$ cat src/rtl/mag_window_stats.sv
// mag_window_stats: windowed statistics stage behind the vector-magnitude unit.
// Keeps a circular window of 2^WIN_LOG2 samples with a running sum, plus
// since-clear last/max/min, and presents one selected statistic on a
// registered 8-bit output.
// Optional feature: define MAG_ALARM_EN to build the hysteresis alarm on the
// window average; otherwise alarm is tied low.
module mag_window_stats #(
  parameter int unsigned WIN_LOG2  = 3,
  parameter logic [7:0]  THRESH_HI = 8'd200,
  parameter logic [7:0]  THRESH_LO = 8'd150
) (
  input  logic                clk,
  input  logic                rst_n,
  input  logic [7:0]          mag_in,
  input  logic                mag_valid,
  input  logic                clear,
  input  logic [1:0]          sel,
  output logic [7:0]          stat_out,
  output logic [WIN_LOG2:0]   count,
  output logic                fill,
  output logic                alarm
);

  localparam int unsigned DEPTH = 1 << WIN_LOG2;
  localparam int unsigned SW    = 8 + WIN_LOG2;
  localparam logic [WIN_LOG2:0] CNT_FULL = {1'b1, {WIN_LOG2{1'b0}}};

  // Parameter legality checks at elaboration.
  if (WIN_LOG2 < 1 || WIN_LOG2 > 4) begin : g_bad_win
    $error("mag_window_stats: WIN_LOG2 must be 1..4");
  end
  if (THRESH_LO >= THRESH_HI) begin : g_bad_thresh
    $error("mag_window_stats: THRESH_LO must be below THRESH_HI");
  end

  logic [7:0]          win_q [DEPTH];
  logic [7:0]          win_d [DEPTH];
  logic [WIN_LOG2-1:0] ptr_q, ptr_d;
  logic [SW-1:0]       sum_q, sum_d;
  logic [WIN_LOG2:0]   cnt_q, cnt_d;
  logic [7:0]          last_q, last_d;
  logic [7:0]          max_q, max_d;
  logic [7:0]          min_q, min_d;
  logic [7:0]          stat_q, stat_d;
  logic [7:0]          avg;

  // Average is a plain shift of the running sum; biased low while filling.
  assign avg = 8'(sum_q >> WIN_LOG2);

  // Next-state for window, running sum and since-clear statistics.
  always_comb begin
    win_d  = win_q;
    ptr_d  = ptr_q;
    sum_d  = sum_q;
    cnt_d  = cnt_q;
    last_d = last_q;
    max_d  = max_q;
    min_d  = min_q;
    if (clear) begin
      for (int unsigned i = 0; i < DEPTH; i++) win_d[i] = '0;
      ptr_d  = '0;
      sum_d  = '0;
      cnt_d  = '0;
      last_d = '0;
      max_d  = '0;
      min_d  = '1;
    end else if (mag_valid) begin
      // Oldest entry is zero until overwritten, so the sum stays exact.
      sum_d        = sum_q + SW'(mag_in) - SW'(win_q[ptr_q]);
      win_d[ptr_q] = mag_in;
      ptr_d        = ptr_q + WIN_LOG2'(1);
      if (cnt_q != CNT_FULL) cnt_d = cnt_q + (WIN_LOG2+1)'(1);
      last_d = mag_in;
      if (mag_in > max_q) max_d = mag_in;
      if (mag_in < min_q) min_d = mag_in;
    end
  end

  // Output select, registered from the current state each cycle.
  always_comb begin
    stat_d = '0;
    case (sel)
      2'b00:   stat_d = last_q;
      2'b01:   stat_d = max_q;
      2'b10:   stat_d = min_q;
      default: stat_d = avg;
    endcase
  end

  // State and output registers.
  always_ff @(posedge clk or negedge rst_n) begin
    if (!rst_n) begin
      for (int unsigned i = 0; i < DEPTH; i++) win_q[i] <= '0;
      ptr_q  <= '0;
      sum_q  <= '0;
      cnt_q  <= '0;
      last_q <= '0;
      max_q  <= '0;
      min_q  <= '1;
      stat_q <= '0;
    end else begin
      win_q  <= win_d;
      ptr_q  <= ptr_d;
      sum_q  <= sum_d;
      cnt_q  <= cnt_d;
      last_q <= last_d;
      max_q  <= max_d;
      min_q  <= min_d;
      stat_q <= stat_d;
    end
  end

  assign stat_out = stat_q;
  assign count    = cnt_q;
  assign fill     = (cnt_q == CNT_FULL);

`ifdef MAG_ALARM_EN
  logic alarm_q, alarm_d;

  // Hysteresis on the average of the registered state; clear forces low.
  always_comb begin
    alarm_d = alarm_q;
    if (clear)                alarm_d = 1'b0;
    else if (avg >= THRESH_HI) alarm_d = 1'b1;
    else if (avg <= THRESH_LO) alarm_d = 1'b0;
  end

  // Alarm register.
  always_ff @(posedge clk or negedge rst_n) begin
    if (!rst_n) alarm_q <= 1'b0;
    else        alarm_q <= alarm_d;
  end

  assign alarm = alarm_q;
`else
  assign alarm = 1'b0;
`endif

endmodule

$ cat config.mk
export PLATFORM = sky130hd
export DESIGN_NAME = mag_window_stats
export DESIGN_NICKNAME = d
export VERILOG_FILES = /design/src/rtl/mag_window_stats.sv
export SDC_FILE = /design/constraint.sdc
export NUM_CORES = 1
export LEC_CHECK = 0
export BUFFER_PORTS_ARGS = -buffer_cell sky130_fd_sc_hd__buf_4
export CAP_MARGIN = 40
export CELL_PAD_IN_SITES_DETAIL_PLACEMENT = 1
export CELL_PAD_IN_SITES_GLOBAL_PLACEMENT = 1
export CORE_ASPECT_RATIO = 0.9
export CORE_UTILIZATION = 44
export DETAILED_ROUTE_END_ITERATION = 10
export GPL_TIMING_DRIVEN = 0
export PLACE_DENSITY_LB_ADDON = 0.1
export SKIP_CTS_REPAIR_TIMING = 1
export SLEW_MARGIN = 30
export SYNTH_ARGS = -nofsm -noshare
export SYNTH_HDL_FRONTEND = slang
export SYNTH_SLANG_ARGS = --single-unit
$ cat constraint.sdc
create_clock -name clk -period 3.05 [get_ports clk]
set_input_delay 0.1525 -clock clk [delete_from_list [all_inputs] [get_ports clk]]
set_output_delay 0.1525 -clock clk [all_outputs]
set_load 0.03 [all_outputs]
==> results.sh <==
export IMPL_status="complete, but fails checks"
export IMPL_violations="hold timing, setup timing"
export IMPL_drt_iter0_drc=335
export IMPL_hpwl_um=14200
export IMPL_ys_top_cells_by_count="nand2_1 (150), dfrtp_1 (106), a21oi_1 (79)"
export IMPL_avgSynthCellArea_um2=9.42
export IMPL_p_per_area_mw_per_mm2=770
export IMPL_worstSetupPathType="flip-flop to flip-flop"
export IMPL_drtPass1Iterations=4
export IMPL_fin_crit_ps=3450
export IMPL_whs_path_depth=2
export IMPL_critPathSlowestCell="fa_1"
export IMPL_use_met1=0.396
export IMPL_vias_per_cell=5.78
export IMPL_dp_slack_ps=-568
export IMPL_hold_worst_slack_ps=-1.93
export IMPL_io_pins=28
export IMPL_synth_top_area_cell="dfrtp_1"
export IMPL_worstPathCellList="buf_8 -> mux4_2 -> mux2_2 -> fa_1 -> inv_1 -> ha_4 -> a21o_1 -> a221oi_4 -> nand4b_1 -> mux2_2 -> nand4_1"
export IMPL_grt_pass1_vias=5810
export IMPL_dieArea_mm2=0.0150
export IMPL_overflow=0
export IMPL_clockBufferDepth=2
export IMPL_cp_arrival_ps=3800
export IMPL_dp_cells=897
export IMPL_max_stage_delay_ps=520
export IMPL_antenna_found_initial=0
export IMPL_grtUsageTotal=0.297
export IMPL_stdcell_count=946
export IMPL_area_growth_pct=26.2
export IMPL_finalHoldViolations=1
export IMPL_rr_worst_depth=11
export IMPL_rows=41
export IMPL_root_buffer="clkbuf_16"
export IMPL_fin_crit_sh=1.13
export IMPL_cp_top_family="multiplexers"
export IMPL_setup_viol=8
export IMPL_wl_um=21800
export IMPL_die_w_um=129
export IMPL_hp_class="input port to flip-flop"
export IMPL_worst_slew_pin_slew_ps=810
export IMPL_syn_num_nets=730
export IMPL_seq_area_mm2=0.00287
export IMPL_slew_headroom=0.457
export IMPL_wire_per_inst_um=23.1
export IMPL_final_antenna_net_count=0
export IMPL_worstPathMaxFanout=5
export IMPL_crit_top_cell="mux2_2"
export IMPL_start_util=0.453
export IMPL_ys_flop_type="dfrtp_1"
export IMPL_setup_ws_ps=-399
export IMPL_drive_above_1_share=0.218
export IMPL_use_met3=0.0673
export IMPL_portBuffers=24
export IMPL_final_nets=791
export IMPL_fillers=1564
export IMPL_cp_depth=11
export IMPL_coreArea_mm2=0.0141
export IMPL_yosysMostFrequentCell="nand2_1"
export IMPL_grt_met2_usage=0.481
export IMPL_grt_max_degree=63
export IMPL_rsz0062_at_grt="yes"
export IMPL_cts_num_sinks=114
export IMPL_final_max_slew_viol_count=0
export IMPL_endpoint_kind="flip-flop"
export IMPL_worst_endpoint_required_ps=3400
export IMPL_yosys_warnings=0
export IMPL_worstSetupStartpointType="flip-flop"
export IMPL_mappedNetlistArea_mm2=0.00640
export IMPL_clk_pin_slew_worst_paths_ps=60
export IMPL_h_tree_depth=4
export IMPL_multi_input_area_mm2=0.00349
export IMPL_synth_async_reset_ratio=1.00
export IMPL_setup_tns_final_ps=-2290
export IMPL_synth_top_area_frac=0.415
export IMPL_ys_seq_elements=114
export IMPL_synth_edf_count=0
export IMPL_synth_seq_area_share=0.447
export IMPL_grt_pass1_wl_um=32300
export IMPL_cap_violations=0
export IMPL_synth_area_top_cells="dfrtp_1 (41%), nand2_1 (8.8%), a21oi_1 (6.2%), ha_1 (5.7%), mux4_2 (5.6%)"
export IMPL_fin_skew_ps=5.70
export IMPL_cts_tree="yes"
export IMPL_totalPowerFinal_uw=6210
export IMPL_die_h_um=116
export IMPL_num_antenna_cells=0
export IMPL_crit_buf_inv=2
export IMPL_clock_latency_ps=420
export IMPL_numCtsBuffers=17
export IMPL_busiest_layer="met2"
export IMPL_synthCells=679
export IMPL_ir_drop_mv=0.372
export IMPL_fmax_ghz=0.290
export IMPL_place_gp_congestion=0.845
export IMPL_synth_cell_types=52
export IMPL_route_detailed_drc=0
export IMPL_vias=5464
export IMPL_p_leak_uw=0.00358
==> through the flow <==
stage | utilization | area [um^2] | hold slack (ps)
final | 0.572 | 8070 | -1.93
after global routing | 0.572 | 8070 | 5.41
after CTS | 0.541 | 7630 | -345
after detailed placement | 0.493 | 6960 | 106
after global placement | 0.490 | 6910 | 416
after floorplan | - | 6490 | -143
==> logic make-up (layout without fill, tap and decap cells) <==
kind of cell    after synthesis  count (layout)  synth area share
fa+ha+maj                    37              37            0.0818
flops                       114             114             0.447
mux                          52              52             0.114
compound gates              128             128             0.126
buf+inv                      90             164            0.0557
xor+xnor                     11              11            0.0151
other cells                   1               1          0.000586
simple gates                246             246             0.160
==> placed cells by master, fill, tap and decap left out, types with 3 or more instances in the layout <==
cell	count
nand4_1	4
ha_1	21
inv_1	48
buf_2	4
o211ai_1	3
buf_4	36
buf_6	6
a22o_1	3
xnor2_1	9
mux2i_1	30
nor2b_1	4
mux2_2	3
a21oi_2	3
mux2_4	3
a21o_1	5
clkbuf_1	22
nand2_1	149
inv_2	5
nand2b_1	4
bufinv_16	5
o21ai_0	4
nor3_2	3
nor2_1	59
clkbuf_8	5
fa_1	6
mux4_2	16
clkbuf_16	18
clkinv_2	3
a21oi_1	75
dfrtp_1	104
nor2b_4	3
ha_4	8
dfstp_2	8
nand3_1	7
a211o_1	8
==> path summary, 6_finish.rpt <==
path | from | to | slack [ps]
max | ptr_q[0] | sum_q[10] | -400
min | mag_in[4] | min_q[4] | -2
max reg2reg | ptr_q[0] | sum_q[10] | -400
min reg2reg | win_q[2] | win_q[2] | 520
max in group asynchronous | rst_n | win_q[17] | 2100
min in group asynchronous | rst_n | count[2] | 260
==> area by class of cell <==
type,count,area share
Multi-Input combinational cell,475,0.433
Sequential cell,114,0.355
Clock buffer,23,0.0617
Timing Repair Buffer,42,0.0485
Tap cell,193,0.0299
Buffer,37,0.0257
Inverter,53,0.0246
Clock inverter,9,0.0215
==> report_power, final <==
part	internal [uW]	total (uW)	switching (uW)
logic	968	2160	1190
clock network	1560	2290	730
registers	1640	1770	128
==> per-layer routing <==
layer	part of all wire	wire (um)	vias up
met5	0	0	-
met4	0.022	471	0
met3	0.069	1510	39
met2	0.48	10500	175
met1	0.43	9370	2838
li1	-	-	2412
==> registers in the layout, indices dropped and copies added (netlist names) <==
| register | flops |
|---|---|
| stat_out | 8 |
| last_q | 8 |
| sum_q | 11 |
| min_q | 8 |
| win_q | 64 |
| count | 4 |
| max_q | 8 |
| ptr_q | 3 |
Note: power is estimated with default switching activity, not from simulation.
